--- src/rtl/fetch_queue_controller.sv ---
// Fetch queue flow control and flush sequencer. It grants fetch bundles against the free slots,
// tracks queue occupancy, and sequences the clear and redirect that follow a flush request.
module fetch_queue_controller #(
  parameter int unsigned QueueIndexBits        = 4,
  parameter int unsigned InstructionsPerBundle = 4,
  parameter int unsigned AddressWidth          = 64,
  parameter int unsigned FlushHoldCycles       = 2
) (
  input  logic                                     clk,
  input  logic                                     rst_n,
  input  logic                                     fetch_req,
  input  logic [$clog2(InstructionsPerBundle)-1:0] fetch_bundle_len,
  output logic                                     fetch_grant,
  input  logic [$clog2(InstructionsPerBundle+1)-1:0] issue_count,
  input  logic                                     flush_req,
  input  logic [AddressWidth-1:0]                  flush_address,
  output logic                                     flush_ack,
  output logic                                     queue_clear,
  output logic                                     redirect_valid,
  output logic [AddressWidth-1:0]                  redirect_address,
  output logic [QueueIndexBits:0]                  occupancy,
  output logic                                     stall,
  output logic                                     protocol_error,
  output logic [1:0]                               state
);

  localparam int unsigned OccW   = QueueIndexBits + 1;
  // One bit of headroom so occupancy plus a grant cannot wrap.
  localparam int unsigned SumW   = QueueIndexBits + 2;
  localparam int unsigned HoldW  = $clog2(FlushHoldCycles + 1);
  localparam int unsigned Depth  = 1 << QueueIndexBits;

  typedef enum logic [1:0] {
    StIdle     = 2'd0,
    StRun      = 2'd1,
    StFlush    = 2'd2,
    StRedirect = 2'd3
  } state_e;

  state_e                  state_q, state_d;
  logic [OccW-1:0]         occ_q, occ_d;
  logic [HoldW-1:0]        hold_q, hold_d;
  logic [AddressWidth-1:0] addr_q, addr_d;
  logic                    err_q, err_d;

  logic [SumW-1:0] free_slots;
  logic [SumW-1:0] need_slots;
  logic [SumW-1:0] granted;
  logic [SumW-1:0] total;
  logic [SumW-1:0] issued;

  assign free_slots = SumW'(Depth) - SumW'(occ_q);
  assign need_slots = SumW'(fetch_bundle_len) + SumW'(1);
  assign issued     = SumW'(issue_count);

  always_comb begin
    state_d        = state_q;
    occ_d          = occ_q;
    hold_d         = hold_q;
    addr_d         = addr_q;
    err_d          = err_q;
    fetch_grant    = 1'b0;
    stall          = 1'b1;
    flush_ack      = 1'b0;
    queue_clear    = 1'b0;
    redirect_valid = 1'b0;
    granted        = '0;
    total          = SumW'(occ_q);

    case (state_q)
      StIdle: begin
        if (flush_req) begin
          flush_ack = 1'b1;
          addr_d    = flush_address;
          hold_d    = HoldW'(1);
          state_d   = StFlush;
        end else begin
          state_d = StRun;
        end
      end

      StRun: begin
        fetch_grant = fetch_req && !flush_req && (free_slots >= need_slots);
        stall       = fetch_req && !fetch_grant;
        granted     = fetch_grant ? need_slots : '0;
        total       = SumW'(occ_q) + granted;
        if (flush_req) begin
          flush_ack = 1'b1;
          addr_d    = flush_address;
          hold_d    = HoldW'(1);
          occ_d     = '0;
          state_d   = StFlush;
        end else if (issued > total) begin
          // Issue beyond what the queue holds: keep only this cycle's grant and flag it.
          occ_d = OccW'(granted);
          err_d = 1'b1;
        end else begin
          occ_d = OccW'(total - issued);
        end
      end

      StFlush: begin
        queue_clear = 1'b1;
        occ_d       = '0;
        if (flush_req) begin
          flush_ack = 1'b1;
          addr_d    = flush_address;
          hold_d    = HoldW'(1);
        end else if (hold_q >= HoldW'(FlushHoldCycles)) begin
          hold_d  = '0;
          state_d = StRedirect;
        end else begin
          hold_d = hold_q + HoldW'(1);
        end
      end

      StRedirect: begin
        if (flush_req) begin
          flush_ack = 1'b1;
          addr_d    = flush_address;
          hold_d    = HoldW'(1);
          state_d   = StFlush;
        end else begin
          redirect_valid = 1'b1;
          state_d        = StRun;
        end
      end

      default: state_d = StIdle;
    endcase
  end

  always_ff @(posedge clk or negedge rst_n) begin
    if (!rst_n) begin
      state_q <= StIdle;
      occ_q   <= '0;
      hold_q  <= '0;
      addr_q  <= '0;
      err_q   <= 1'b0;
    end else begin
      state_q <= state_d;
      occ_q   <= occ_d;
      hold_q  <= hold_d;
      addr_q  <= addr_d;
      err_q   <= err_d;
    end
  end

  assign occupancy        = occ_q;
  assign redirect_address = addr_q;
  assign protocol_error   = err_q;
  assign state            = state_q;

endmodule

--- config.mk ---
export PLATFORM = sky130hd
export DESIGN_NAME = fetch_queue_controller
export DESIGN_NICKNAME = d
export VERILOG_FILES = /design/src/rtl/fetch_queue_controller.sv
export SDC_FILE = /design/constraint.sdc
export NUM_CORES = 1
export LEC_CHECK = 0
export ABC_CLOCK_PERIOD_IN_PS = 7900
export CAP_MARGIN = 25
export CORE_ASPECT_RATIO = 0.75
export CORE_UTILIZATION = 38
export CTS_BUF_LIST = sky130_fd_sc_hd__clkbuf_8 sky130_fd_sc_hd__clkbuf_16
export CTS_CLUSTER_SIZE = 28
export DETAILED_ROUTE_END_ITERATION = 10
export HOLD_SLACK_MARGIN = 0.06
export PLACE_DENSITY = 0.83
export SKIP_LAST_GASP = 1
export SLEW_MARGIN = 40
export SYNTH_ARGS = -nofsm -noshare
export SYNTH_HDL_FRONTEND = slang
export SYNTH_SLANG_ARGS = --single-unit
--- constraint.sdc ---
create_clock -name clk -period 7.9 [get_ports clk]
set_input_delay 0.79 -clock clk [delete_from_list [all_inputs] [get_ports clk]]
set_output_delay 0.79 -clock clk [all_outputs]
set_load 0.02 [all_outputs]
After elaboration in Yosys (flattened, before gate mapping)
Cells that the tools add are included.
- register bits: 74
- add/sub/neg operators: 5
- magnitude comparators: 3
- equality and inequality tests: 8
- mux-type cells: 22
- bitwise operators: 1
- reduce and logical (&&, ||, !) cells: 12
- operator list (operator ; number):
    two-way mux 64 bit ; 2
    two-way mux 2 bit ; 7
    two-way mux 5 bit ; 2
    one-hot mux 5 bit (2 select lines) ; 1
    two-way mux 1 bit ; 7
    adder 5 x 3 -> 6 bit ; 1
    greater-or-equal comparator 6 x 3 -> 1 bit ; 1
    greater-than comparator 3 x 6 -> 1 bit ; 1
    inequality test 2 bit (second input constant) ; 3
    one-hot mux 2 bit (3 select lines) ; 1
    AND reduction 3 bit ; 2
    subtractor 5 x 5 -> 6 bit (first input constant) ; 1
    subtractor 5 x 3 -> 5 bit ; 1
    equality test 2 bit (second input constant) ; 2
    inequality test 2 x 1 -> 1 bit (second input constant) ; 2
    one-hot mux 2 bit (2 select lines) ; 1
    OR reduction 4 bit ; 1
    adder 2 x 1 -> 3 bit (second input constant) ; 1
    logical AND 1 bit ; 3
    two-way mux 3 bit ; 1
    OR reduction 3 bit ; 1
    adder 2 x 1 -> 2 bit (second input constant) ; 1
    equality test 2 x 1 -> 1 bit (second input constant) ; 1
    greater-or-equal comparator 2 bit (second input constant) ; 1
    5 further kinds ; 6

Depth between registers and ports, before layout
- word-level depth: 9
- gate-level depth with buffers: 18
- depth with buffers taken out: 18

Least setup slack after synthesis
No wires, ideal clock.
- path type: input to register
- start: input fetch_bundle_len[0]
- end: register occ_q[2] (netlist: occupancy[2])
- setup time: 0.120 ns
- data arrival time: 4.454 ns
- data required time: 7.780 ns
- slack: 3.325 ns
- stages on the path: 17
- path buffers: 0
- cells stage by stage: ha_1 -> inv_1 -> ha_1 -> a21boi_0 -> o21ai_0 -> a311oi_4 -> and2_1 -> ha_1 -> inv_1 -> fa_1 -> xnor2_1 -> ha_1 -> and3_4 -> nor4_4 -> o211ai_2 -> a32o_1 -> a41o_1
- longest elaborated chain between the ends: 9
- elaborated cells on any way between the ends: 10
- ends and longest elaborated chain (what ; RTL line ; source):
    start: declaration ; 12 ; input logic [$clog2(InstructionsPerBundle)-1:0] fetch_bundle_len,
    adder 2 x 1 -> 3 bit (*) ; 53 ; assign need_slots = SumW'(fetch_bundle_len) + SumW'(1);
    greater-or-equal comparator 6 x 3 -> 1 bit ; 83 ; fetch_grant = fetch_req && !flush_req && (free_slots >= need_slots);
    logical AND 1 bit ; 83 ;
    two-way mux 3 bit (*) ; 85 ; granted = fetch_grant ? need_slots : '0;
    adder 5 x 3 -> 6 bit ; 86 ; total = SumW'(occ_q) + granted;
    subtractor 5 x 3 -> 5 bit or greater-than comparator 3 x 6 -> 1 bit (tied branches) ; 98, 93 ;
    two-way mux 5 bit (*) ; 93 ; end else if (issued > total) begin
    two-way mux 5 bit (*) ; 87 ; if (flush_req) begin
    one-hot mux 5 bit (2 select lines) (*) ; 70 ; case (state_q)
    end signal: assignment ; 136 ; occ_q <= '0;
    end signal: assignment ; 142 ; occ_q <= occ_d;
    end: declaration ; 41 ; logic [OccW-1:0] occ_q, occ_d;
Mark *: on every way between the ends. The rest lies on a longest branch, timed or not.
A chain may end at the register's enable or synchronous reset.

Worst setup path in the final report
Same ends and word-level chain as after synthesis.

==> flow_metrics.py <==
metrics = {
    "clock_tree": {
        "hold_buffers": 0,
        "cts_tree": "built",
        "cts_inserted_buffers": 9,
        "postCtsSetupRepairBufs": 0,
        "cts-root-buf": "clkbuf_16",
        "cts_sinks": 74,
        "clkLatencyLatePin_ps": 320,
        "cts_max_level": 3,
        "clkTransAtPathRegs_ps": 60,
        "cts_buffer_depth": 2,
        "ctsResizeCount": 0,
    },
    "job": {
        "drv_cap": 0,
    },
    "routing": {
        "drc": 0,
        "postRouteAntennaNets": 0,
        "drt_iter0_markers": 145,
        "vias_per_cell": 4.95,
        "via_count": 2751,
        "routed_wirelength_um": 8530,
        "wl_per_cell_um": 15.3,
        "first_pass_iters": 4,
    },
    "floorplan": {
        "dieArea_um2": 9810,
        "ios": 150,
        "die_x_um": 114,
        "initial_utilization_pct": 39.4,
        "num_rows": 30,
        "die_h_um": 86.0,
        "coreArea_um2": 9080,
    },
    "timing": {
        "max_slew_margin_pct": 45.8,
        "rsz0062_at_grt": "false",
        "whs_ps": 469,
        "min_period_over_period_pct": 64.6,
        "worst_slack_ps": 2790,
        "worst_pin_slew_ps": 807,
        "fin_skew_ps": 4.35,
        "slew_violations": 0,
        "min_period_ps": 5110,
        "fmax_mhz": 196,
        "hold_viol_final": 0,
        "fin_setup_tns_ps": 0,
        "setup_viol": 0,
    },
    "synthesis": {
        "synth_ff_type": "dfrtp_1",
        "avgSynthCellArea_um2": 13.0,
        "synth_edf_count": 0,
        "async_reset_ff_share_pct": 100,
        "synth_seq_cells": 74,
        "ys_warn_count": 0,
        "synth_area_um2": 3580,
        "syn-instance-count": 275,
        "syn-num-nets": 368,
        "synth_seq_area_share_pct": 51.8,
        "yosysUniqueCellTypes": 49,
    },
    "setup_path": {
        "criticalPathCategory": "input port to flip-flop",
        "arrival_ps": 5320,
        "critPathTopFamily": "adder cells",
        "cp_slowest_stage_delay_ps": 490,
        "worstPathRequired_ps": 8120,
        "start_kind": "input port",
        "worstPathCellList": "clkdlybuf4s50_1 -> ha_1 -> inv_1 -> ha_1 -> a21boi_0 -> o21ai_0 -> a311oi_4 -> and2_1 -> ha_1 -> inv_1 -> fa_1 -> xnor2_1 -> ha_1 -> and3_4 -> nor4_4 -> o211ai_2 -> a32o_1 -> a41o_1",
        "crit_top_cell": "ha_1",
        "path_buf_inv": 3,
        "r2r_start": "occupancy[0]",
        "endpoint_kind": "flip-flop",
        "startpoint": "fetch_bundle_len[0]",
        "cp_max_fo": 9,
        "crit_slowest_cell": "a311oi_4",
    },
    "power_and_ir_drop": {
        "p_total_mw": 1.45,
        "vdd_ir_drop_max_mv": 0.123,
        "powerDensity_nw_per_um2": 264,
        "leakage_nw": 2.32,
    },
    "cells_and_area": {
        "antenna_cells": 0,
        "final_cell_mix": "clkdlybuf4s50_1 (147), dfrtp_1 (74), mux2_2 (64)",
        "nNetsFinal": 517,
        "final_common_cell": "clkdlybuf4s50_1",
        "layout-drive-gt1-share_pct": 21.5,
        "utilization_pct": 60.4,
        "area_growth_pct": 53.5,
        "final.fill_count": 759,
    },
    "global_routing": {
        "grt_use_total_pct": 17.8,
        "grt_max_degree": 75,
        "antenna_found_initial": 0,
        "overflow": 0,
        "grt_pass1_vias": 2729,
        "grt_pass1_wl_um": 13500,
    },
    "place": {
        "dp_hpwl_um": 6220,
        "port_buffers": 149,
        "dp_slack_ps": 2470,
        "gp_congestion": 0.878,
    },
    "min_path": {
        "hp-class": "flip-flop to flip-flop",
        "worstHoldStart": "protocol_error",
    },
    "run_status": {
        "status": "finished, final reports clean",
    },
}
## layout make-up
class | count | area (um^2) | area share [%]
Clock buffer | 9 | 225 | 4.10
Clock inverter | 6 | 90.1 | 1.64
Inverter | 25 | 93.8 | 1.71
Multi-Input combinational cell | 164 | 1570 | 28.6
Sequential cell | 74 | 1850 | 33.7
Tap cell | 128 | 160 | 2.92
Timing Repair Buffer | 150 | 1500 | 27.3
## cell usage after synthesis (all sizes together), types with 2 or more instances
cell / count / area (um^2)
o211ai: 4 / 35.0
mux2: 65 / 736
a21oi: 8 / 43.8
nor2b: 4 / 25.0
fa: 2 / 40.0
o211a: 2 / 27.5
nand3: 3 / 15.0
o21ai: 9 / 45.0
nor3: 3 / 15.0
nand2: 3 / 11.3
inv: 25 / 93.8
xnor2: 3 / 26.3
a31oi: 2 / 12.5
buf: 11 / 57.6
nor2: 8 / 30.0
o32ai: 2 / 17.5
dfrtp: 74 / 1850
ha: 18 / 225
a41o: 3 / 30.0
and2: 5 / 31.3
## kinds of logic (layout without fill, tap and decap cells)
logic type,Yosys count,in the layout,synth area share [%]
flops,74,74,51.8
buf+inv,37,190,4.34
xor+xnor,3,3,0.735
mux,66,66,20.8
compound gates,44,44,9.76
fa+ha+maj,20,20,7.42
simple gates,31,31,5.14
## flip-flops by register name, indices dropped and copies added (netlist names)
name,count
occupancy,5
protocol_error,1
state,2
hold_q,2
redirect_address,64
## final timing paths
check,endpoint,slack [ps],cells past startpoint
min in group asynchronous,redirect_address[9],480,1
max reg2reg,occupancy[2],3280,17
min,protocol_error,470,1
min reg2reg,protocol_error,470,1
max in group asynchronous,occupancy[1],6950,1
max,occupancy[2],2790,18
## worst register-to-register path: cells and delay by family (launching register included)
kind            cells  cell delay (ps)
simple gates        3              680
flops               1              400
buf+inv             2              170
fa+ha+maj           5             1560
xor+xnor            1              220
compound gates      6             1470
## stage by stage
step | area [um^2] | instances
4_1_cts | 5490 | 556
5_1_grt | 5490 | 556
3_3_place_gp | 5170 | 541
3_5_place_dp | 5170 | 541
6_report | 5490 | 556
2_1_floorplan | 3580 | 275
## power breakdown
group	total (mW)	internal, mW	switching [mW]
sequential	0.481	0.432	0.0482
clock	0.430	0.276	0.155
combinational	0.541	0.267	0.273
total	1.45	0.975	0.476
## per-layer routing
metal / vias to the layer above / global-route usage (%) / wire (um)
met5: - / 0 / 0
met4: 0 / 5.90 / 110
met3: 12 / 6.15 / 658
met2: 113 / 27.5 / 3900
met1: 1346 / 23.2 / 3860
li1: 1280 / - / -
(Power assumes the default switching activity.)
